$ cat src/rtl/baud_pkg.sv
// Shared constants and helpers for the fractional-N baud tick generator.
package baud_pkg;

  localparam logic [63:0] CLK_FREQ_HZ = 64'd100_000_000;
  localparam int          OSR_MIN     = 2;

  // Rounded phase increment so that f_clk*inc/2^acc_w = baud*osr.
  function automatic logic [63:0] calc_inc(input logic [63:0] clk_hz,
                                           input logic [63:0] baud,
                                           input logic [63:0] osr,
                                           input int          acc_w);
    logic [63:0] num;
    num = (baud * osr) << acc_w;
    return (num + (clk_hz >> 1)) / clk_hz;
  endfunction

endpackage

$ cat src/rtl/baud_phase_acc.sv
// Phase accumulator: adds inc every enabled cycle; carry_o flags the wrap at the upcoming edge.
module baud_phase_acc
  import baud_pkg::*;
#(
  parameter int ACC_W = 24
) (
  input  logic             clk,
  input  logic             rst,
  input  logic             en_i,
  input  logic             clear_i,
  input  logic [ACC_W-1:0] inc_i,
  output logic             carry_o
);

  logic [ACC_W-1:0] acc_q, acc_d;
  logic [ACC_W:0]   sum;

  always_comb begin
    sum     = {1'b0, acc_q} + {1'b0, inc_i};
    acc_d   = sum[ACC_W-1:0];
    carry_o = sum[ACC_W];
    if (!en_i || clear_i) begin
      acc_d   = '0;
      carry_o = 1'b0;
    end
  end

  always_ff @(posedge clk or posedge rst) begin
    if (rst) acc_q <= '0;
    else     acc_q <= acc_d;
  end

endmodule

$ cat src/rtl/baud_gen_frac.sv
// Fractional-N oversample/bit tick generator with shadowed config and RX resync.
module baud_gen_frac
  import baud_pkg::*;
#(
  parameter int          ACC_W   = 24,
  parameter int          OSR_W   = 5,
  parameter int unsigned DEF_INC = 32'(calc_inc(CLK_FREQ_HZ, 64'd9600, 64'd16, ACC_W)),
  parameter int unsigned DEF_OSR = 16
) (
  input  logic             clk,
  input  logic             rst,
  input  logic             en,
  input  logic [ACC_W-1:0] cfg_inc,
  input  logic [OSR_W-1:0] cfg_osr,
  input  logic             cfg_load,
  output logic             cfg_busy,
  input  logic             resync,
  output logic             tick_os,
  output logic             tick_1x,
  output logic [OSR_W-1:0] sample_idx
);

  localparam logic [ACC_W-1:0] INC_RST = ACC_W'(DEF_INC);
  localparam logic [OSR_W-1:0] OSR_RST = OSR_W'(DEF_OSR);

  function automatic logic [OSR_W-1:0] clamp_osr(input logic [OSR_W-1:0] r);
    return (r < OSR_W'(OSR_MIN)) ? OSR_W'(OSR_MIN) : r;
  endfunction

  logic [ACC_W-1:0] inc_q, inc_d, inc_s_q, inc_s_d;
  logic [OSR_W-1:0] osr_q, osr_d, osr_s_q, osr_s_d;
  logic [OSR_W-1:0] idx_q, idx_d;
  logic             pending_q, pending_d;
  logic             tick_os_q, tick_os_d;
  logic             tick_1x_q, tick_1x_d;
  logic             carry, wrap, apply;

  baud_phase_acc #(.ACC_W(ACC_W)) u_acc (
    .clk     (clk),
    .rst     (rst),
    .en_i    (en),
    .clear_i (resync),
    .inc_i   (inc_q),
    .carry_o (carry)
  );

  // Config swaps happen only at a bit boundary, so idx_q never exceeds the new osr-1.
  assign wrap  = carry && (idx_q == osr_q - OSR_W'(1));
  assign apply = pending_q && (!en || resync || wrap);

  always_comb begin
    inc_d     = inc_q;
    osr_d     = osr_q;
    inc_s_d   = inc_s_q;
    osr_s_d   = osr_s_q;
    pending_d = pending_q;
    idx_d     = idx_q;
    tick_os_d = 1'b0;
    tick_1x_d = 1'b0;

    if (!en || resync) begin
      idx_d = '0;
    end else if (carry) begin
      tick_os_d = 1'b1;
      if (wrap) begin
        idx_d     = '0;
        tick_1x_d = 1'b1;
      end else begin
        idx_d = idx_q + OSR_W'(1);
      end
    end

    if (apply) begin
      inc_d     = inc_s_q;
      osr_d     = osr_s_q;
      pending_d = 1'b0;
    end
    // A load coinciding with an apply re-arms pending with the fresh values.
    if (cfg_load) begin
      inc_s_d   = cfg_inc;
      osr_s_d   = clamp_osr(cfg_osr);
      pending_d = 1'b1;
    end
  end

  always_ff @(posedge clk or posedge rst) begin
    if (rst) begin
      inc_q     <= INC_RST;
      osr_q     <= OSR_RST;
      inc_s_q   <= INC_RST;
      osr_s_q   <= OSR_RST;
      pending_q <= 1'b0;
      idx_q     <= '0;
      tick_os_q <= 1'b0;
      tick_1x_q <= 1'b0;
    end else begin
      inc_q     <= inc_d;
      osr_q     <= osr_d;
      inc_s_q   <= inc_s_d;
      osr_s_q   <= osr_s_d;
      pending_q <= pending_d;
      idx_q     <= idx_d;
      tick_os_q <= tick_os_d;
      tick_1x_q <= tick_1x_d;
    end
  end

  assign cfg_busy   = pending_q;
  assign tick_os    = tick_os_q;
  assign tick_1x    = tick_1x_q;
  assign sample_idx = idx_q;

endmodule

$ cat config.mk
export PLATFORM = sky130hd
export DESIGN_NAME = baud_gen_frac
export DESIGN_NICKNAME = d
export VERILOG_FILES = /design/src/rtl/baud_pkg.sv /design/src/rtl/baud_phase_acc.sv /design/src/rtl/baud_gen_frac.sv
export SDC_FILE = /design/constraint.sdc
export NUM_CORES = 1
export LEC_CHECK = 0
export CORE_MARGIN = 5
export CORE_UTILIZATION = 55
export CTS_CLUSTER_DIAMETER = 60
export DETAILED_ROUTE_END_ITERATION = 6
export PLACE_DENSITY = 0.86
export SLEW_MARGIN = 20
export SYNTH_ARGS = -nofsm -noshare
export SYNTH_HDL_FRONTEND = slang
export SYNTH_HIERARCHICAL = 1
export SYNTH_SLANG_ARGS = --single-unit
$ cat constraint.sdc
create_clock -name clk -period 3.5 [get_ports clk]
set_input_delay 0.525 -clock clk [delete_from_list [all_inputs] [get_ports clk]]
set_output_delay 0.525 -clock clk [all_outputs]
set_load 0.02 [all_outputs]
==> results of run 1 <==
logic make-up after synthesis:
group	share of synthesized area, %
DFF	40.6
adders and majority gates	6.17
AOI/OAI and AO/OA	21.6
muxes	5.61
xor gates and xnor gates	3.76
and+or+nand+nor	16.2
buffers and inverters	6.08
critical path, cell delays in order (launching register included):
cell and delay, ps:
dfstp_2 590, ha_1 270, and3_1 230, a221oi_2 80, nor3_1 380, o2111ai_2 210
a21boi_0 260, o221a_2 320, nand4_1 200, buf_12 240, a21o_1 180, a31o_1 210
routing by layer:
| metal | wire, microns | vias to the layer above | GRT usage (%) |
|---|---|---|---|
| met4 | 379 | 0 | 9.36 |
| met3 | 738 | 34 | 3.38 |
| li1 | - | 2293 | - |
| met2 | 6450 | 197 | 35.2 |
| met1 | 5520 | 2358 | 28.4 |
| met5 | 0 | - | 0 |
metrics by stage:
stage | hold slack, ps | setup WS, ps | utilization, % | std cells | power (mW)
5_1_grt | 535 | 21.0 | 63.7 | 761 | 3.79
2_1_floorplan | 481 | 376 | - | 611 | 2.48
6_report | 514 | 200 | 63.7 | 761 | 3.56
3_5_place_dp | 499 | 184 | 61.6 | 745 | 2.81
3_3_place_gp | 494 | 306 | 61.6 | 745 | 2.73
4_1_cts | 520 | 155 | 63.6 | 761 | 3.54
registers in the layout, indices dropped and copies added, names as in the netlist:
register and count:
cfg_busy 1, sample_idx 5, osr_q 5, osr_s_q 5
tick_1x 1, inc_s_q 24, inc_q 24, tick_os 1
u_acc/acc_q 24
cell usage in the layout (no fill, tap or decap), types with 3 or more instances in the layout:
master and count:
nand3b_1 4, a21oi_1 21, o21bai_1 3, nand2_1 48, dfrtp_1 74, clkdlybuf4s50_1 41
and3_1 3, a211o_1 30, nand3_1 41, nor2_1 27, and2_1 3, a21o_1 11
o211ai_1 6, xnor2_1 12, clkbuf_8 10, nand4_1 34, ha_1 26, nor3_1 14
dfstp_2 16, o22ai_1 30, o21ai_0 9, xor2_1 12, a21oi_2 3, nand2b_1 3
mux2_2 27, a211oi_1 3, a31oi_1 34, buf_4 8, inv_1 33
where the power goes:
group          total [mW]  leakage (nW)  switching (mW)  internal [mW]
Sequential           1.40          1.09           0.157           1.24
Clock               0.729        0.0970           0.377          0.352
Combinational        1.43          1.51           0.850          0.581
final cells by class:
type / count / area share [%]
clock buffer: 12 / 2.31
clock inverter: 4 / 0.816
inverter: 35 / 2.09
multi-input combinational: 435 / 47.7
sequential: 90 / 36.1
tap: 133 / 2.65
timing repair buffer: 52 / 8.30
worst paths after layout:
path                       slack [ps]         from              end
max                               200     inc_q[5]         cfg_busy
min                               510  inc_s_q[21]      inc_s_q[21]
max reg2reg                       200     inc_q[5]         cfg_busy
min reg2reg                       510  inc_s_q[21]      inc_s_q[21]
max in group asynchronous        2170          rst        inc_q[13]
min in group asynchronous         600          rst  u_acc/acc_q[11]
repair_timing:
action / 4_1_cts / 5_1_grt
setup endpoints to repair: 0 / 11
hold endpoints to repair: 0 / 0
buffers inserted: 0 / 0
resized for setup: 0 / 2
hold buffers: 0 / 0
==> flow_summary.yaml, run 1 <==
logic_synthesis:
  synth_ff_type: "dfrtp_1"
  synth_area_sq_um: 5600
  yosysTopAreaCell: "dfrtp_1"
  ys_seq_elements: 90
  synthTopCellsByArea: "dfrtp_1 33%, dfstp_2 7.5%, ha_1 5.8%"
  syn_nets: 672
  yosysSeqAreaShare_pct: 40.6
  async_flop_share_pct: 100
  yosysMostFrequentCell: "dfrtp_1"
  synthCells: 611
  synth_top_area_share_pct: 33.1
  synth_area_per_cell_sq_um: 9.16
  synth_top_cells_by_count: "74 x dfrtp_1, 48 x nand2_1, 41 x nand3_1"
  ys_warn_count: 6
  synth_cell_type_count: 52
  synth-edff-count: 0
timing:
  slew_viol_final: 0
  tightest_slew_ps: 912
  fin_setup_tns_ps: 0
  period_share_pct: 94.3
  hold_viol_final: 0
  slew_headroom_pct: 38.8
  rsz0062_at_grt: "false"
  layout_min_cycle_time_ps: 3300
  setup_viol: 0
  fin_skew_ps: 15.1
  clock.fmax_mhz: 303
die:
  die_w_microns: 111
  rows: 36
  die_h_microns: 111
  start_util_pct: 56.7
  die-area_sq_um: 12300
  ios: 42
  coreArea_sq_um: 9860
cells_and_area:
  multiInputGateArea_sq_um: 3000
  antennaDiodeCount: 0
  synthToLayoutAreaGrowth_pct: 12.3
  nNetsFinal: 684
  design_area_sq_um: 6290
  drive_gt1_share_pct: 12.7
  n_fill_cell: 784
  seq_area_sq_um: 2270
placement:
  port_buffers: 41
  gp_congestion: 0.876
  placed_area_sq_um: 6080
  hpwl_microns: 9140
worst_hold_path:
  min_path_cells: 1
  hold_class: "register to register"
setup_path:
  critPathCaptureType: "register"
  critPathMaxFanout: 39
  critPathRequiredTime_ps: 3760
  cp-start-kind: "register"
  crit_type: "register to register"
  worstPathArrival_ps: 3560
  r2r_cells: 11
route:
  dr_total_vias: 4882
  drc: 0
  drtIter0Drc: 533
  routed_wl_microns: 13100
  ant_nets: 0
  first_pass_iters: 5
  vias_per_cell: 6.42
  wl_per_cell_microns: 17.2
flow_run:
  max-cap-violations: 0
clock_tree:
  root_buffer: "clkbuf_8"
  clkLatencyLatePin_ps: 370
  clk_pin_slew_ps: 100
  numCtsBuffers: 9
  cts_tree: "done"
  cts_sinks: 90
  clockBufferDepth: 2
  h-tree-depth: 3
global_routing:
  antenna_found_initial: 0
  grt-ovfl-total: 0
  grt_pass1_vias: 4747
  grt_use_total_pct: 21.5
  grt_pass1_wl_microns: 22400
  grt_max_degree: 61
pwr:
  p_leak_nw: 2.69
  peakVddDrop_mv: 0.325
  p_per_area_nw_per_um2: 566
run_status:
  outcome: "completed"
Power figures use the tool's default switching activity.
==> run 2: changes to the inputs <==
--- a/config.mk
+++ b/config.mk
@@ -9,6 +9,7 @@
 export CORE_UTILIZATION = 55
 export CTS_CLUSTER_DIAMETER = 60
 export DETAILED_ROUTE_END_ITERATION = 6
+export HOLD_SLACK_MARGIN = 0.06
 export PLACE_DENSITY = 0.86
 export SLEW_MARGIN = 20
 export SYNTH_ARGS = -nofsm -noshare
==> results of run 2 <==
Same layout as run 1: the final DEF is identical, and so are final timing and power.
==> run 3: changes to the inputs <==
--- a/config.mk
+++ b/config.mk
@@ -9,8 +9,9 @@
 export CORE_UTILIZATION = 55
 export CTS_CLUSTER_DIAMETER = 60
 export DETAILED_ROUTE_END_ITERATION = 6
+export DONT_BUFFER_PORTS = 1
 export HOLD_SLACK_MARGIN = 0.06
-export PLACE_DENSITY = 0.86
+export PLACE_DENSITY = 0.8
 export SLEW_MARGIN = 20
 export SYNTH_ARGS = -nofsm -noshare
 export SYNTH_HDL_FRONTEND = slang
==> flow_summary.yaml, run 3 (synthesis gave the netlist of run 1 again) <==
worst_hold_path:
  hold_class: "input pin to async pin"
setup_path:
  critical_path.top_delay_family: "compound AO/OA/AOI/OAI gates"
  cp-start-kind: "register"
  critPathCaptureType: "register"
  cp.depth: 10
  crit_path_top_delay_cell: "a2111oi_0"
  critPathMaxFanout: 40
  crit_type: "register to register"
  worstPathArrival_ps: 3520
  path_buf_inv: 1
  worstPathCellList: "ha_1, a2111oi_0, o21ai_0, a21boi_0, a21boi_0, o221a_2, nand4_1, buf_12, a21oi_2, nor3_1"
  critPathRequiredTime_ps: 3780
  max_stage_delay_ps: 570
  r2r_slack_ps: 260
  r2r_cells: 10
  crit_top_cell: "a21boi_0"
cells_and_area:
  seq_area_sq_um: 2280
  top_regs: "inc_q: 24 flops, inc_s_q: 24 flops, u_acc/acc_q: 24 flops"
  n_fill_cell: 828
  nNetsFinal: 638
  synthToLayoutAreaGrowth_pct: 4.98
  design_area_sq_um: 5880
  drive_gt1_share_pct: 13.4
  layout_commonest_cell: "dfrtp_1"
  antennaDiodeCount: 0
  most-common-layout-cells: "73 x dfrtp_1, 48 x nand2_1, 41 x nand3_1, 34 x nand4_1, 34 x a31oi_1"
  multiInputGateArea_sq_um: 3010
pwr:
  p_clk_share_pct: 22.7
  power.internal_mw: 2.21
  comb_power_share_pct: 38.1
  p_switching_mw: 1.37
  p_leak_nw: 2.52
  peakVddDrop_mv: 0.290
  p_per_area_nw_per_um2: 610
  switching_share_pct: 38.3
  pwr-share-seq_pct: 39.2
global_routing:
  grt_use_total_pct: 21.1
  grt_max_degree: 94
  grt_pass1_vias: 4534
  grt-ovfl-total: 0
  grt_pass1_wl_microns: 21800
  antenna_found_initial: 0
timing:
  setup_viol: 0
  clock.fmax_mhz: 309
  fin_skew_ps: 8.83
  slew_viol_final: 0
  period_share_pct: 92.6
  layout_min_cycle_time_ps: 3240
  tightest_slew_ps: 1050
  hold_viol_final: 0
  slew_headroom_pct: 29.9
  worst_slack_ps: 260
clock_tree:
  numCtsBuffers: 9
  cts_setup_buffers: 0
  cts_tree: "done"
  cts_sinks: 90
  root_buffer: "clkbuf_8"
  h-tree-depth: 3
  clk_pin_slew_ps: 90
  clkLatencyLatePin_ps: 370
  clockBufferDepth: 2
placement:
  hpwl_microns: 8800
  dp_slack_ps: 230
  gp_congestion: 0.866
  port_buffers: 0
  placed_area_sq_um: 5640
route:
  wl_per_cell_microns: 17.9
  routed_wl_microns: 12800
  dr_total_vias: 4585
  vias_per_cell: 6.41
  drc: 0
  ant_nets: 0
  drtIter0Drc: 270
  first_pass_iters: 5
die:
  ios: 42
  rows: 36
  die_h_microns: 111
  start_util_pct: 56.7
  die_w_microns: 111
  die-area_sq_um: 12300
  coreArea_sq_um: 9860
run_status:
  outcome: "completed"
flow_run:
  max-cap-violations: 0
run 3: worst paths after layout:
path	endpoint	start
hold / removal	u_acc/acc_q[9]	rst
setup reg to reg	sample_idx[3]	inc_q[15]
hold reg to reg	inc_s_q[2]	inc_s_q[2]
min in group clk	osr_s_q[1]	cfg_load
max in group asynchronous	inc_q[14]	rst
setup / recovery	sample_idx[3]	inc_q[15]
run 3: final cells by class:
class | count | area share, %
Clock inverter | 5 | 1.47
Clock buffer | 11 | 2.41
Sequential cell | 90 | 38.7
Inverter | 35 | 2.24
Tap cell | 133 | 2.83
Timing Repair Buffer | 6 | 1.19
Multi-Input combinational cell | 435 | 51.1
run 3: layer usage:
metal | part of all wire, % | GRT usage [%] | vias to the layer above | routed length, microns
li1 | - | - | 2200 | -
met1 | 43 | 26.8 | 2226 | 5530
met2 | 49 | 34.8 | 134 | 6300
met3 | 4.7 | 5.02 | 25 | 606
met4 | 2.6 | 8.37 | 0 | 334
met5 | 0 | 0 | - | 0
run 3: repair_timing:
| action | in CTS | in global routing |
|---|---|---|
| gates resized for setup | 0 | 2 |
| hold buffers | 0 | 0 |
| setup endpoints to repair | 0 | 6 |
run 3: power by group through the flow:
stage | registers (mW) | clock network [mW] | logic (mW)
finish | 1.40 | 0.814 | 1.36
global route | 1.43 | 0.872 | 1.52
CTS | 1.40 | 0.827 | 1.35
detailed placement | 1.42 | 0 | 1.33
global placement | 1.41 | 0 | 1.28
floorplan | 1.36 | 0 | 1.12
run 3: metrics by stage:
stage	utilization (%)	instances	total power, mW	hold WS, ps	setup TNS, ps
detailed placement	57.1	699	2.75	497	0
floorplan	-	611	2.48	481	0
CTS	59.4	715	3.58	230	0
global route	59.6	715	3.82	172	-9.87
finish	59.6	715	3.58	119	0
global placement	57.1	699	2.69	493	0
